`src/rtl/sram_sp_arbiter_pkg.sv`:
```
`default_nettype none
// +----------------------------------------------------------------------------+
// | Module      : sram_sp_arbiter_pkg                                          |
// | Description : Shared types and default constants for the single-port      |
// |               SRAM arbiter slice.                                          |
// | Revision    : 1.0 - initial release                                        |
// +----------------------------------------------------------------------------+
package sram_sp_arbiter_pkg;

    localparam int c_ADDR_W       = 8;
    localparam int c_DATA_W       = 72;
    localparam int c_DEPTH        = 256;
    localparam int c_STARVE_LIMIT = 4;

    // Controller phase: initialisation sweep, then normal arbitration
    typedef enum logic [0:0] {
        ST_INIT = 1'b0,
        ST_RUN  = 1'b1
    } state_t;

endpackage : sram_sp_arbiter_pkg
`default_nettype wire

```
`src/rtl/sram_sp_grant.sv`:
```
`default_nettype none
// +----------------------------------------------------------------------------+
// | Module      : sram_sp_grant                                                |
// | Description : Combinational write-priority grant with bounded read        |
// |               starvation. Grants are mutually exclusive by construction.  |
// | Revision    : 1.0 - initial release                                        |
// +----------------------------------------------------------------------------+
module sram_sp_grant #(
    parameter int STARVE_LIMIT = 4
) (
    input  logic       r_req_valid,
    input  logic       w_req_valid,
    input  logic [3:0] starve_cnt,
    output logic       grant_r,
    output logic       grant_w
);

    logic w_force_read;

    // Read wins a conflict only once it has lost STARVE_LIMIT times in a row
    always_comb begin
        w_force_read = (starve_cnt >= 4'(STARVE_LIMIT));
        grant_r      = r_req_valid & (~w_req_valid | w_force_read);
        grant_w      = w_req_valid & ~(r_req_valid & w_force_read);
    end

endmodule : sram_sp_grant
`default_nettype wire

```
`src/rtl/sram_sp_arbiter.sv`:
```
`default_nettype none
// +----------------------------------------------------------------------------+
// | Module      : sram_sp_arbiter                                              |
// | Description : Owns a single-port SRAM macro: runs a full-array init sweep |
// |               after reset, then arbitrates one reader and one writer.     |
// | Revision    : 1.0 - initial release                                        |
// +----------------------------------------------------------------------------+
module sram_sp_arbiter
    import sram_sp_arbiter_pkg::*;
#(
    parameter int                ADDR_W       = c_ADDR_W,
    parameter int                DATA_W       = c_DATA_W,
    parameter int                DEPTH        = c_DEPTH,
    parameter int                STARVE_LIMIT = c_STARVE_LIMIT,
    parameter logic [DATA_W-1:0] INIT_VALUE   = '0
) (
    input  logic              clock,
    input  logic              reset,
    input  logic              r_req_valid,
    output logic              r_req_ready,
    input  logic [ADDR_W-1:0] r_req_addr,
    output logic              r_resp_valid,
    output logic [DATA_W-1:0] r_resp_data,
    input  logic              w_req_valid,
    output logic              w_req_ready,
    input  logic [ADDR_W-1:0] w_req_addr,
    input  logic [DATA_W-1:0] w_req_data,
    output logic              init_done,
    output logic              sram_en,
    output logic              sram_wmode,
    output logic [ADDR_W-1:0] sram_addr,
    output logic [DATA_W-1:0] sram_wdata,
    input  logic [DATA_W-1:0] sram_rdata
);

    // One extra bit so the terminal count is never confused with a wrap to 0
    localparam logic [ADDR_W:0] c_LAST = (ADDR_W+1)'(DEPTH - 1);

    state_t            r_state;
    state_t            w_state_nxt;
    logic [ADDR_W:0]   r_init_cnt;
    logic [3:0]        r_starve_cnt;
    logic              r_resp_pend;
    logic              r_init_done;
    logic              w_run;
    logic              w_grant_r;
    logic              w_grant_w;

    assign w_run = (r_state == ST_RUN);

    // Requests are masked outside RUN so no grant can appear during the sweep
    sram_sp_grant #(
        .STARVE_LIMIT (STARVE_LIMIT)
    ) u_grant (
        .r_req_valid (r_req_valid & w_run),
        .w_req_valid (w_req_valid & w_run),
        .starve_cnt  (r_starve_cnt),
        .grant_r     (w_grant_r),
        .grant_w     (w_grant_w)
    );

    // State register
    always_ff @(posedge clock) begin
        if (reset) begin
            r_state <= ST_INIT;
        end else begin
            r_state <= w_state_nxt;
        end
    end

    // Next state and SRAM port drive; everything is quiet while reset is high
    always_comb begin
        w_state_nxt = r_state;
        sram_en     = 1'b0;
        sram_wmode  = 1'b0;
        sram_addr   = r_req_addr;
        sram_wdata  = w_req_data;
        r_req_ready = 1'b0;
        w_req_ready = 1'b0;
        if (!reset) begin
            case (r_state)
                ST_INIT: begin
                    sram_en    = 1'b1;
                    sram_wmode = 1'b1;
                    sram_addr  = r_init_cnt[ADDR_W-1:0];
                    sram_wdata = INIT_VALUE;
                    if (r_init_cnt == c_LAST) begin
                        w_state_nxt = ST_RUN;
                    end
                end
                ST_RUN: begin
                    r_req_ready = w_grant_r;
                    w_req_ready = w_grant_w;
                    sram_en     = w_grant_r | w_grant_w;
                    sram_wmode  = w_grant_w;
                    sram_addr   = w_grant_w ? w_req_addr : r_req_addr;
                end
                default: begin
                    w_state_nxt = ST_INIT;
                end
            endcase
        end
    end

    // Sweep counter, starvation counter, init flag and read-response pipeline
    always_ff @(posedge clock) begin
        if (reset) begin
            r_init_cnt   <= '0;
            r_starve_cnt <= '0;
            r_resp_pend  <= 1'b0;
            r_init_done  <= 1'b0;
        end else begin
            r_resp_pend <= w_grant_r;
            r_init_done <= (w_state_nxt == ST_RUN);
            if (r_state == ST_INIT) begin
                r_init_cnt <= r_init_cnt + 1'b1;
            end
            if (!r_req_valid || w_grant_r) begin
                r_starve_cnt <= '0;
            end else if (w_grant_w && (r_starve_cnt < 4'(STARVE_LIMIT))) begin
                r_starve_cnt <= r_starve_cnt + 1'b1;
            end
        end
    end

    // A response whose cycle coincides with reset is dropped
    assign r_resp_valid = r_resp_pend & ~reset;
    assign r_resp_data  = sram_rdata;
    assign init_done    = r_init_done;

endmodule : sram_sp_arbiter
`default_nettype wire

```
`config.mk`:
```
export PLATFORM = sky130hd
export DESIGN_NAME = sram_sp_arbiter
export DESIGN_NICKNAME = d
export VERILOG_FILES = /design/src/rtl/sram_sp_arbiter_pkg.sv /design/src/rtl/sram_sp_grant.sv /design/src/rtl/sram_sp_arbiter.sv
export SDC_FILE = /design/constraint.sdc
export NUM_CORES = 1
export LEC_CHECK = 0
export ABC_AREA = 1
export BUFFER_PORTS_ARGS = -buffer_cell sky130_fd_sc_hd__buf_2
export CORE_AREA = 4 4 123 125
export DETAILED_ROUTE_END_ITERATION = 7
export DIE_AREA = 0 0 127 129
export GPL_ROUTABILITY_DRIVEN = 0
export SYNTH_ARGS = -nofsm -noshare
export SYNTH_HDL_FRONTEND = slang
export SYNTH_SLANG_ARGS = --single-unit
```
`constraint.sdc`:
```
create_clock -name clock -period 3 [get_ports clock]
set_clock_uncertainty 0.05 [all_clocks]
set_input_delay 0.3 -clock clock [delete_from_list [all_inputs] [get_ports clock]]
set_output_delay 0.3 -clock clock [all_outputs]
set_load 0.05 [all_outputs]
```
==> out/results.md, run 1 <==
| Step | Metric | This run |
|:---|:---|:---|
| finish | Combined area of the multi-input logic cells | 793 sq um |
| global route | Antenna violations before repair | 0 |
| finish | Synth-to-layout area growth | 29.0% |
| detailed routing | Remaining design rule violation count | 0 |
| setup path | Crit path DAT | 1.76 ns |
| detailed routing | Drt pass-1 iters | 4 |
| timing | Setup repair after global routing missed its margin | false |
| detailed routing | Post-DR wirelength/cell | 13.5 um |
| global route | Number of global-route vias before repair | 2,244 |
| logic synthesis | Post-Synthesis Mean Instance Area | 5.66 sq um |
| pwr | Leakage Power | 1.75 nW |
| setup path | CP peak stage delay | 0.58 ns |
| finish | Fraction of layout instances using a drive strength above 1 | 42.5% |
| setup path | Maximum fanout along the worst path | 10 |
| pwr | Relative contribution of sequential cells to total power | 23.1% |
| cts | Count of instances resized after the clock tree is built | 0 |
| outcome | Result of the run | completed |
| cts | Clock Latency Late Sink | 0.24 ns |
| logic synthesis | Number of warning messages in the yosys log | 0 |
| floorplanning | Initial Util | 14.8% |
| finish | Filler cells | 1,627 |
| setup path | Data required time of the critical path | 2.65 ns |
| setup path | WS Path Type | register to output pin |
| logic synthesis | Count of flip-flops with a built-in enable after synthesis | 0 |
| detailed routing | Wire length reported by the detailed router | 8690 um |
| logic synthesis | Share of synthesized registers carrying an async set or reset | 0% |
| detailed routing | Post-route antenna net violation count | 0 |
| timing | Final setup violating endpoints | 0 |
| cts | CTS Sinks | 15 |
| floorplanning | I/O pin total | 322 |
| cts | CTS tree | yes |
| floorplanning | Floorplan die height | 129 um |
| timing | Worst slew margin | 70.3% |
| setup path | Critical Path Source | init_done$_SDFF_PP0_ |
| finish | Summed area of non-filler cells in the final layout | 2650 sq um |
| pwr | Combinational power share | 47.7% |
| logic synthesis | Gate count of the mapped netlist | 363 |
| logic synthesis | Register area share after synthesis | 14.6% |
| pwr | Pwr Density | 338 nW/um^2 |
| pwr | Cell-internal power | 0.493 mW |
| worst hold path | Hold Startpoint | r_req_valid |
| global route | Pin count of the biggest net entering global routing | 47 |
| finish | Layout Nets | 631 |
| global route | Global-route usage over all layers | 9.39% |
| floorplanning | Area inside the core boundary | 13,900 sq um |
| cts | CTS buffer count | 3 |
| timing | Fin Hold WS | 0.318 ns |
| timing | Max Freq | 473 MHz |
| timing | Total Negative Setup Slacks | 0 ns |
| place | Count of buffers inserted at the top-level ports | 177 |
| pwr | Maximum VDD drop | 227 uV |
| global route | Remaining global-route overflow | 0 |
| setup path | Cell with the largest stage delay on the worst path | sky130_fd_sc_hd__dfxtp_1 |
| setup path | Crit path cell chain | nand2_2, inv_2, nand2_2, nand3_4, nand3_1, nand3_1, buf_2 |
| cts | CTS hold repair buffers | 0 |
| floorplanning | Die Footprint | 16,400 sq um |
| logic synthesis | Synth unique cells | 20 |
| timing | Period utilisation layout | 70.4% |
| setup path | Startpoint type of the worst setup path | register |
| timing | Final count of pins violating max slew | 0 |
| logic synthesis | Nets in the synthesized netlist | 530 |
| detailed routing | Sum of routed wire segments on met1 | 3230 um |
| floorplanning | Placement row count | 43 |
| pwr | Part of the total power dissipated in the clock network | 29.3% |
| timing | Transition at the pin with the smallest max-transition slack | 0.445 ns |
| place | Post-Place Cell Area | 2570 sq um |
| detailed routing | Iteration-0 DRC Markers | 83 |
| detailed routing | Total number of vias | 2,305 |
| detailed routing | Met2 WL post-DR | 3880 um |
| cts | Clock Path Buffers | 2 |
| pwr | Switching Share | 45.0% |
| finish | Sequential standard cell area | 300 sq um |
| timing | Count of final hold-check violations | 0 |
| floorplanning | Die W | 127 um |
| detailed routing | Top sig layer | met4 |
| timing | Time the worst path needs with I/O delays and setup | 2.11 ns |
| setup path | Critical Path Sink Type | output pin |
| worst hold path | Worst Hold Class | input port to register |
| detailed routing | Avg Vias per Cell | 3.58 |
| run | Max-capacitance violation count | 0 |
| logic synthesis | Top cell type's share of synthesized area | 27.4% |
| logic synthesis | Total of flip-flops plus latches after synthesis | 15 |
| cts | Clock-pin slew on the worst setup and hold paths | 0.05 ns |
| logic synthesis | Cell type with the highest aggregate area in the netlist | sky130_fd_sc_hd__buf_4 |
| finish | Antenna cell count | 0 |
| setup path | Beginning of the worst register-to-register path | r_init_cnt[1]$_SDFFE_PP0N_ |
| cts | Root Buffer Master | sky130_fd_sc_hd__clkbuf_16 |
| cts | Total number of H-tree levels | 1 |
| global route | First-pass GRT wire length | 12,200 um |
| place | Detailed-placement wirelength estimate | 7500 um |
| logic synthesis | Syn Std Cell Area | 2060 sq um |
| logic synthesis | Largest cells by area after synthesis | sky130_fd_sc_hd__buf_4, sky130_fd_sc_hd__nor2_1, sky130_fd_sc_hd__inv_1, sky130_fd_sc_hd__dfxtp_1, sky130_fd_sc_hd__nand2_1 |
| logic synthesis | Dominant synthesized flop cell | sky130_fd_sc_hd__dfxtp_1 |
| pwr | Net switching power figure | 0.403 mW |
| detailed routing | Total met3 wirelength after detailed routing | 1140 um |
| cts | Number of setup buffers added after CTS | 0 |
## sequential cells by signal (all words and copies together) (netlist names)
register and count:
init_done 1, r_resp_pend 1, r_init_cnt 9, r_starve_cnt 4
## power groups by stage
stage | registers (mW) | clock network (mW) | logic (mW)
after CTS | 0.207 | 0.267 | 0.431
final | 0.207 | 0.262 | 0.427
after global placement | 0.211 | 0 | 0.428
after detailed placement | 0.211 | 0 | 0.429
after floorplan | 0.210 | 0 | 0.555
after global routing | 0.207 | 0.278 | 0.456
## metal layers
metal	track usage (%)	vias up
met5	0	-
met4	5.30	0
met3	4.65	46
met2	14.2	125
met1	10.8	961
li1	-	1173
## cell usage after synthesis, types with 5 or more instances
cell	instances
sky130_fd_sc_hd__nor2_1	89
sky130_fd_sc_hd__nand2_1	26
sky130_fd_sc_hd__nand4_1	9
sky130_fd_sc_hd__dfxtp_1	15
sky130_fd_sc_hd__inv_1	88
sky130_fd_sc_hd__nand3_1	19
sky130_fd_sc_hd__o21ai_0	5
sky130_fd_sc_hd__buf_4	75
sky130_fd_sc_hd__inv_2	6
sky130_fd_sc_hd__buf_2	7
sky130_fd_sc_hd__nor3_1	5
## stage by stage
| stage | cells | setup slack (ns) | utilization, % | power, mW |
|---|---|---|---|---|
| finish | 643 | 0.887 | 19.1 | 0.896 |
| global placement | 639 | 1.19 | 18.5 | 0.639 |
| floorplan | 363 | 0.658 | - | 0.765 |
| CTS | 643 | 0.863 | 19.1 | 0.905 |
| detailed placement | 639 | 1.13 | 18.5 | 0.640 |
| global route | 643 | 0.743 | 19.1 | 0.941 |
## cell families after synthesis
family	Yosys count	synth area share, %
buf+inv	177	46.8
simple gates	157	33.8
xor+xnor	1	0.426
compound gates	10	2.56
flops	15	14.6
fa+ha+maj	3	1.83
## worst max-delay path, delay by kind of cell, from the launching register on
kind / cells / cell delay, ns
buffers and inverters: 2 / 0.34
and+or+nand+nor: 5 / 0.59
DFF: 1 / 0.58
## layout by cell type (no fill, tap or decap)
master / n
sky130_fd_sc_hd__a21oi_1: 4
sky130_fd_sc_hd__dfxtp_1: 15
sky130_fd_sc_hd__nand3_2: 1
sky130_fd_sc_hd__nand4_1: 9
sky130_fd_sc_hd__buf_2: 177
sky130_fd_sc_hd__nor3_1: 5
sky130_fd_sc_hd__clkbuf_1: 1
sky130_fd_sc_hd__buf_4: 2
sky130_fd_sc_hd__nor2_4: 3
sky130_fd_sc_hd__o21ai_0: 5
sky130_fd_sc_hd__inv_2: 6
sky130_fd_sc_hd__nand2_2: 4
sky130_fd_sc_hd__nand3_4: 1
sky130_fd_sc_hd__nand2_1: 26
sky130_fd_sc_hd__o31ai_1: 1
sky130_fd_sc_hd__inv_1: 88
sky130_fd_sc_hd__xnor2_1: 1
sky130_fd_sc_hd__clkbuf_16: 3
sky130_fd_sc_hd__nand3_1: 19
sky130_fd_sc_hd__ha_1: 3
sky130_fd_sc_hd__nor2_1: 89
## final cells by class
type | instances | share of cell area, %
repair buffers | 179 | 34.0
multi-input cells | 171 | 29.9
inverters | 94 | 13.3
flip-flops and latches | 15 | 11.3
well taps | 180 | 8.49
clock buffers | 4 | 2.97
## final timing paths
check | endpoint | slack [ns] | depth (start not counted)
setup / recovery | sram_addr[6] | 0.89 | 7
hold / removal | r_resp_pend$_SDFF_PP0_ | 0.32 | 3
setup reg to reg | r_init_cnt[8]$_SDFFE_PP0N_ | 1.57 | 7
hold reg to reg | r_starve_cnt[3]$_SDFFE_PP0P_ | 0.38 | 2
(Power assumes the default switching activity.)
==> run 2, diff against run 1 <==
==> constraint.sdc (replaced) <==
create_clock -name clock -period 1.8 [get_ports clock]
set_clock_uncertainty 0.05 [all_clocks]
set_input_delay 0.18 -clock clock [delete_from_list [all_inputs] [get_ports clock]]
set_output_delay 0.18 -clock clock [all_outputs]
set_load 0.05 [all_outputs]
==> run 2 against run 1 <==
  * Combinational power increased by 87%
  * Critical endpoint is now sram_wdata[34]
  * Sequential cell count unchanged
  * Clock-buffer cell count decreased by 1
  * Largest cell class unchanged
  * Total power increased by 76%
  * Die area unchanged
==> out/results.md, run 2 (same netlist as run 1, synthesis figures left out) <==
| Step | Metric | This run | Delta |
|:---|:---|:---|:---|
| outcome | Result of the run | completed |  |
| setup path | Critical Path Sink Type | output pin |  |
| global route | Antenna violations before repair | 1 | +1 |
| finish | Synth-to-layout area growth | 46.4% |  |
| timing | Count of final hold-check violations | 0 | unchanged |
| finish | Antenna cell count | 0 | unchanged |
| pwr | Switching Share | 45.4% | +0.38 points |
| floorplanning | I/O pin total | 322 | unchanged |
| timing | Transition at the pin with the smallest max-transition slack | 0.365 ns | -0.0794 ns |
| finish | Fraction of layout instances using a drive strength above 1 | 58.7% | +16 points |
| floorplanning | Area inside the core boundary | 13,900 sq um | unchanged |
| cts | Total number of H-tree levels | 1 | unchanged |
| finish | Commonest cells after routing, fill and taps aside | sky130_fd_sc_hd__buf_2, sky130_fd_sc_hd__inv_1, sky130_fd_sc_hd__nor2_2 |  |
| floorplanning | Floorplan die height | 129 um | unchanged |
| setup path | Critical path destination | sram_wdata[34] |  |
| floorplanning | Die W | 127 um | unchanged |
| setup path | Crit path DAT | 1.52 ns | -0.24 ns |
| setup path | Data required time of the critical path | 1.57 ns | -1.08 ns |
| timing | Max Freq | 571 MHz |  |
| global route | First-pass GRT wire length | 12,900 um | +5.8% |
| pwr | Cell-internal power | 0.860 mW | +75% |
| cts | Clock Latency Late Sink | 0.24 ns | about the same |
| detailed routing | Total number of vias | 2,357 | +2.3% |
| worst hold path | Worst Hold Depth | 3 | unchanged |
| finish | Register ranked first by flip-flop count | r_init_cnt |  |
| cts | CTS buffer count | 3 | unchanged |
| setup path | Critical register-to-register path endpoint | r_init_cnt[8]$_SDFFE_PP0N_ |  |
| cts | CTS hold repair buffers | 0 | unchanged |
| timing | Time the worst path needs with I/O delays and setup | 1.75 ns |  |
| run | Max-capacitance violation count | 0 | unchanged |
| floorplanning | Die Footprint | 16,400 sq um | unchanged |
| detailed routing | Iteration-0 DRC Markers | 91 | +9.6% |
| cts | Root Buffer Master | sky130_fd_sc_hd__clkbuf_16 |  |
| detailed routing | Drt pass-1 iters | 4 | unchanged |
| detailed routing | Remaining design rule violation count | 0 | unchanged |
| setup path | Startpoint type of the worst setup path | register |  |
| cts | CTS tree | yes |  |
| finish | Largest registers | r_init_cnt x9, r_starve_cnt x4 |  |
| timing | Final Worst Setup Slack | 0.0491 ns | -0.838 ns |
| finish | Most common cell after layout, fill and taps aside | sky130_fd_sc_hd__buf_2 |  |
| pwr | Combinational power share | 50.7% | +3.0 points |
| setup path | Flop-to-flop setup slack | 0.36 ns | -1.21 ns |
| cts | CTS Sinks | 15 | unchanged |
| setup path | WS Path Type | register to output pin |  |
| finish | Largest register FFs | 9 | unchanged |
| cts | Clock-pin slew on the worst setup and hold paths | 0.05 ns | about the same |
| setup path | Critical Path Source | init_done$_SDFF_PP0_ |  |
| finish | Non-filler cells in the finished layout | 652 | +1.4% |
| cts | Clock Path Buffers | 2 | unchanged |
| setup path | Beginning of the worst register-to-register path | r_init_cnt[1]$_SDFFE_PP0N_ |  |
| timing | Final count of pins violating max slew | 0 | unchanged |
| finish | Summed area of non-filler cells in the final layout | 3010 sq um | +13% |
| detailed routing | Avg Vias per Cell | 3.62 | +0.84% |
| worst hold path | Worst Hold Class | input port to register |  |
| global route | Global-route usage over all layers | 10.1% | +0.74 points |
| place | # placed instances | 642 | +0.47% |
| place | Post-placement setup slack | 0.118 ns | -1.01 ns |
| global route | Number of global-route vias before repair | 2,230 | -0.62% |
| setup path | Cell depth of the worst flop-to-flop path | 7 | unchanged |
| timing | Worst slew margin | 75.6% | +5.3 points |
| finish | Layout Nets | 640 | +1.4% |
| detailed routing | Post-route antenna net violation count | 0 | unchanged |
| pwr | Relative contribution of sequential cells to total power | 21.8% | -1.3 points |
| pwr | Net switching power figure | 0.715 mW | +77% |
| global route | Remaining global-route overflow | 0 | unchanged |
| detailed routing | Wire length reported by the detailed router | 9460 um | +8.9% |
| global route | Pin count of the biggest net entering global routing | 28 | -40% |
| floorplanning | Placement row count | 43 | unchanged |
| pwr | Pwr Density | 524 nW/um^2 | +55% |
| timing | Final setup violating endpoints | 0 | unchanged |
| place | Post-Place Cell Area | 2830 sq um | +9.9% |
| pwr | Part of the total power dissipated in the clock network | 27.5% | -1.8 points |
| detailed routing | Post-DR wirelength/cell | 14.5 um | +7.4% |
| pwr | Maximum VDD drop | 337 uV | +48% |
| timing | Period utilisation layout | 97.3% |  |
| pwr | Leakage Power | 1.88 nW | +7.0% |
| floorplanning | Initial Util | 14.8% | unchanged |
| place | Count of buffers inserted at the top-level ports | 177 | unchanged |
| place | Detailed-placement wirelength estimate | 8160 um | +8.8% |
| setup path | Maximum fanout along the worst path | 27 | +17 |
## run 2: cell types whose count changed in the layout (fill, tap and decap cells not counted), sizes merged
cell    delta
clkbuf     +5
buf        +2
nand3      +1
clkinv     +1
## run 2: stage by stage
step | hold slack (ns) | TNS, ns | util [%] | power (mW)
final | 0.196 | 0 | 21.7 | 1.58
after global routing | 0.220 | -0.00136 | 21.7 | 1.65
after CTS | 0.196 | 0 | 21.1 | 1.58
after detailed placement | 0.310 | 0 | 20.4 | 1.14
after global placement | 0.310 | 0 | 20.4 | 1.14
after floorplan | 0.288 | -3.16 | - | 1.32
## run 2: per-layer routing
| layer | GRT usage (%) | share of wire (%) |
|---|---|---|
| met1 | 13.0 | 40 |
| met2 | 13.9 | 43 |
| met3 | 4.69 | 11 |
| met4 | 5.68 | 5.5 |
| met5 | 0 | 0.13 |
## run 2: power groups by stage
stage / sequential [mW] / combinational [mW] / clock, mW
2_1_floorplan: 0.350 / 0.967 / 0
3_3_place_gp: 0.351 / 0.785 / 0
3_5_place_dp: 0.351 / 0.785 / 0
4_1_cts: 0.344 / 0.793 / 0.442
5_1_grt: 0.343 / 0.848 / 0.459
6_report: 0.343 / 0.798 / 0.434
## run 2: cell type report
cell class                 count  area (sq um)
tap                          180           225
fill                        1594         10900
sequential                    15           304
inverter                      94           353
clock buffer                   3          75.1
multi-input combinational    172          1010
clock inverter                 1          5.00
timing repair buffer         187          1040
## run 2: worst min path at each step
| stage | startpoint | to | slack (ns) |
|---|---|---|---|
| 2_1_floorplan | r_req_valid | r_starve_cnt[1]$_SDFFE_PP0P_ | 0.29 |
| 3_3_place_gp | sram_rdata[0] | r_resp_data[0] | 0.31 |
| 3_5_place_dp | sram_rdata[0] | r_resp_data[0] | 0.31 |
| 4_1_cts | r_req_valid | r_starve_cnt[1]$_SDFFE_PP0P_ | 0.20 |
| 5_1_grt | r_req_valid | r_starve_cnt[1]$_SDFFE_PP0P_ | 0.22 |
| 6_report | r_req_valid | r_starve_cnt[1]$_SDFFE_PP0P_ | 0.20 |
## run 2: critical path, cell delays in order, from the launching register on
cell and delay (ns):
sky130_fd_sc_hd__dfxtp_4 0.37, sky130_fd_sc_hd__nor2_4 0.24, sky130_fd_sc_hd__buf_4 0.17, sky130_fd_sc_hd__buf_12 0.19, sky130_fd_sc_hd__nor2_2 0.06, sky130_fd_sc_hd__buf_2 0.21
## run 2: what timing repair did
item / 4_1_cts / 5_1_grt
pin swaps: 1 / 2
setup buffers: 2 / 2
resized for setup: 4 / 8
gates cloned: 0 / 2
setup endpoints to repair: 35 / 20
==> run 3, diff against run 2 <==
--- a/config.mk
+++ b/config.mk
@@ -6,10 +6,10 @@
 export NUM_CORES = 1
 export LEC_CHECK = 0
 export ABC_AREA = 1
-export BUFFER_PORTS_ARGS = -buffer_cell sky130_fd_sc_hd__buf_2
-export CORE_AREA = 4 4 123 125
+export CORE_AREA = 4 4 124 126
 export DETAILED_ROUTE_END_ITERATION = 7
-export DIE_AREA = 0 0 127 129
+export DIE_AREA = 0 0 128 130
+export DONT_BUFFER_PORTS = 1
 export GPL_ROUTABILITY_DRIVEN = 0
 export SYNTH_ARGS = -nofsm -noshare
 export SYNTH_HDL_FRONTEND = slang
==> run 3 against run 2 <==
  * Combinational power increased by 25%
  * Routed wire length decreased by 12%
  * Register-to-register slack got worse by 0.05 ns
  * Sequential power about the same
  * Via count decreased by 11%
  * Worst setup slack improved by 0.039 ns
  * Die area increased by 1.6%
  * Utilization increased by 3.2 points
  * Cell area increased by 18%
  * Sequential cell count unchanged
  * Clock-buffer cell count unchanged
  * Clock power decreased by 2%
  * Critical path type unchanged
==> out/results.md, run 3 (same netlist as run 1, synthesis figures left out) <==
| Step | Metric | This run | Delta |
|:---|:---|:---|:---|
| floorplanning | Area inside the core boundary | 14,300 sq um | +3.1% |
| detailed routing | Wire length reported by the detailed router | 8310 um | -12% |
| cts | CTS Sinks | 15 | unchanged |
| global route | Global-route usage over all layers | 9.02% | -1.1 points |
| global route | Busiest metal layer after global routing | met2 |  |
| detailed routing | Avg Vias per Cell | 3.76 | +4.0% |
| timing | Max Freq | 584 MHz | +2.3% |
| cts | Number of setup buffers added after CTS | 0 | -2 |
| floorplanning | Initial Util | 14.4% | -0.45 points |
| cts | Total number of H-tree levels | 1 | unchanged |
| place | # placed instances | 553 | -14% |
| floorplanning | Die W | 128 um | +0.79% |
| finish | Antenna cell count | 0 | unchanged |
| finish | Register ranked first by flip-flop count | r_init_cnt |  |
| setup path | Cell depth of the worst flop-to-flop path | 7 | unchanged |
| global route | Pin count of the biggest net entering global routing | 31 | +11% |
| timing | Final count of pins violating max slew | 0 | unchanged |
| setup path | Critical Path Sink Type | output pin |  |
| timing | Setup repair after global routing missed its margin | false |  |
| worst hold path | Worst Hold Depth | 2 | -1 |
| timing | Transition at the pin with the smallest max-transition slack | 0.425 ns | +0.0595 ns |
| global route | Antenna violations before repair | 0 | -1 |
| cts | CTS buffer count | 3 | unchanged |
| finish | Layout Nets | 542 | -15% |
| pwr | Pwr Density | 495 nW/um^2 | -5.5% |
| setup path | Data required time of the critical path | 1.57 ns | about the same |
| worst hold path | Hold-critical path endpoint | r_starve_cnt[2]$_SDFFE_PP0P_ |  |
| floorplanning | I/O pin total | 322 | unchanged |
| floorplanning | Die Footprint | 16,600 sq um | +1.6% |
| cts | CTS tree | yes |  |
| global route | Met3 layer usage reported by global route | 4.46% | -0.23 points |
| place | Post-Place Cell Area | 3470 sq um | +23% |
| setup path | Critical register-to-register path endpoint | r_init_cnt[8]$_SDFFE_PP0N_ |  |
| timing | Final setup violating endpoints | 0 | unchanged |
| floorplanning | Placement row count | 44 | +2.3% |
| setup path | Crit path DAT | 1.48 ns | -0.04 ns |
| run | Max-capacitance violation count | 0 | unchanged |
| detailed routing | Iteration-0 DRC Markers | 63 | -31% |
| global route | Met1 Usage GRT | 11.2% | -1.7 points |
| place | Detailed-placement wirelength estimate | 7370 um | -9.6% |
| worst hold path | Hold Startpoint | r_req_valid |  |
| timing | Time the worst path needs with I/O delays and setup | 1.71 ns | -0.0392 ns |
| finish | Largest registers | r_init_cnt x9, r_starve_cnt x4 |  |
| finish | Synth-to-layout area growth | 73.4% |  |
| finish | Most common cell after layout, fill and taps aside | sky130_fd_sc_hd__inv_1 |  |
| place | Post-placement setup slack | 0.238 ns | +0.120 ns |
| place | Count of buffers inserted at the top-level ports | 0 | -100% |
| outcome | Result of the run | completed |  |
| finish | Fraction of layout instances using a drive strength above 1 | 47.6% | -11 points |
| setup path | Beginning of the worst register-to-register path | r_init_cnt[1]$_SDFFE_PP0N_ |  |
| cts | Clock-pin slew on the worst setup and hold paths | 0.05 ns | about the same |
| global route | First-pass GRT wire length | 11,800 um | -9.0% |
| setup path | Startpoint type of the worst setup path | register |  |
| detailed routing | Drt pass-1 iters | 4 | unchanged |
| cts | Clock Path Buffers | 2 | unchanged |
| detailed routing | Total number of vias | 2,098 | -11% |
| global route | Remaining global-route overflow | 0 | unchanged |
| finish | Commonest cells after routing, fill and taps aside | sky130_fd_sc_hd__inv_1, sky130_fd_sc_hd__buf_12, sky130_fd_sc_hd__nor2_2 |  |
| finish | Non-filler cells in the finished layout | 558 | -14% |
| setup path | Flop-to-flop setup slack | 0.31 ns | -0.05 ns |
| cts | Clock Latency Late Sink | 0.24 ns | about the same |
| timing | Final Worst Setup Slack | 0.0884 ns | +0.0392 ns |
| cts | Root Buffer Master | sky130_fd_sc_hd__clkbuf_16 |  |
| pwr | Total design power | 1.76 mW | +12% |
| timing | Period utilisation layout | 95.1% | -2.2 points |
| setup path | Maximum fanout along the worst path | 30 | +11% |
| finish | Summed area of non-filler cells in the final layout | 3560 sq um | +18% |
| timing | Count of final hold-check violations | 0 | unchanged |
| finish | Largest register FFs | 9 | unchanged |
| floorplanning | Floorplan die height | 130 um | +0.78% |
| worst hold path | Worst Hold Class | input port to register |  |
| global route | GRT met2 Usage | 11.6% | -2.3 points |
| pwr | Leakage Power | 1.77 nW | -5.8% |
| timing | Worst slew margin | 71.6% | -4.0 points |
| detailed routing | Remaining design rule violation count | 0 | unchanged |
| detailed routing | Post-route antenna net violation count | 0 | unchanged |
| global route | Number of global-route vias before repair | 2,030 | -9.0% |
| setup path | WS Path Type | register to output pin |  |
| pwr | Maximum VDD drop | 260 uV | -23% |
| detailed routing | Post-DR wirelength/cell | 14.9 um | +2.6% |
## run 3: metrics by stage
stage / TNS [ns] / hold WS, ns / utilization (%)
final: 0 / 0.0560 / 24.9
after global routing: 0 / 0.0517 / 24.9
after CTS: 0 / 0.0558 / 24.9
after detailed placement: 0 / 0.207 / 24.2
after global placement: 0 / 0.206 / 24.2
after floorplan: -3.16 / 0.288 / -
## run 3: cell type report
| cell class | count | area (sq um) |
|---|---|---|
| fill | 1569 | 10700 |
| timing repair buffer | 90 | 1600 |
| multi-input combinational | 171 | 993 |
| inverter | 94 | 355 |
| sequential | 15 | 302 |
| tap | 184 | 230 |
| clock buffer | 3 | 75.1 |
| clock inverter | 1 | 5.00 |
## run 3: per-layer routing
metal	up-vias	part of all wire, %
met4	0	8.0
met3	50	13
met1	905	39
met2	141	40
met5	-	0
li1	1002	-
## run 3: critical path: stages (launching register included)
cell                      delay [ns]
sky130_fd_sc_hd__dfxtp_2        0.36
sky130_fd_sc_hd__nor2_4         0.21
sky130_fd_sc_hd__buf_12         0.23
sky130_fd_sc_hd__buf_12         0.19
sky130_fd_sc_hd__nor2_2         0.06
sky130_fd_sc_hd__buf_12         0.14
## run 3: report_power, final
part / total, mW / leakage, nW / internal [mW] / switching (mW)
Clock: 0.425 / 0.0409 / 0.296 / 0.129
Combinational: 0.994 / 1.60 / 0.414 / 0.580
Sequential: 0.345 / 0.122 / 0.339 / 0.00643
## run 3: worst max-delay path by stage
stage,start,end,slack [ns],cells past startpoint
2_1_floorplan,init_done$_SDFF_PP0_,sram_wdata[61],-0.29,5
4_1_cts,r_starve_cnt[3]$_SDFFE_PP0P_,sram_addr[3],0.07,7
3_5_place_dp,init_done$_SDFF_PP0_,sram_addr[3],0.24,6
6_report,init_done$_SDFF_PP0_,sram_wdata[41],0.09,5
3_3_place_gp,init_done$_SDFF_PP0_,sram_addr[3],0.31,6
5_1_grt,r_starve_cnt[3]$_SDFFE_PP0P_,sram_addr[2],0.007,7
## run 3: repair_timing
| action | 4_1_cts | 5_1_grt |
|---|---|---|
| endpoints found under the setup margin | 6 | 8 |
| gates resized for setup | 1 | 2 |
| pin swaps | 0 | 0 |
| hold buffers | 1 | 0 |
| hold endpoints to repair | 5 | 0 |
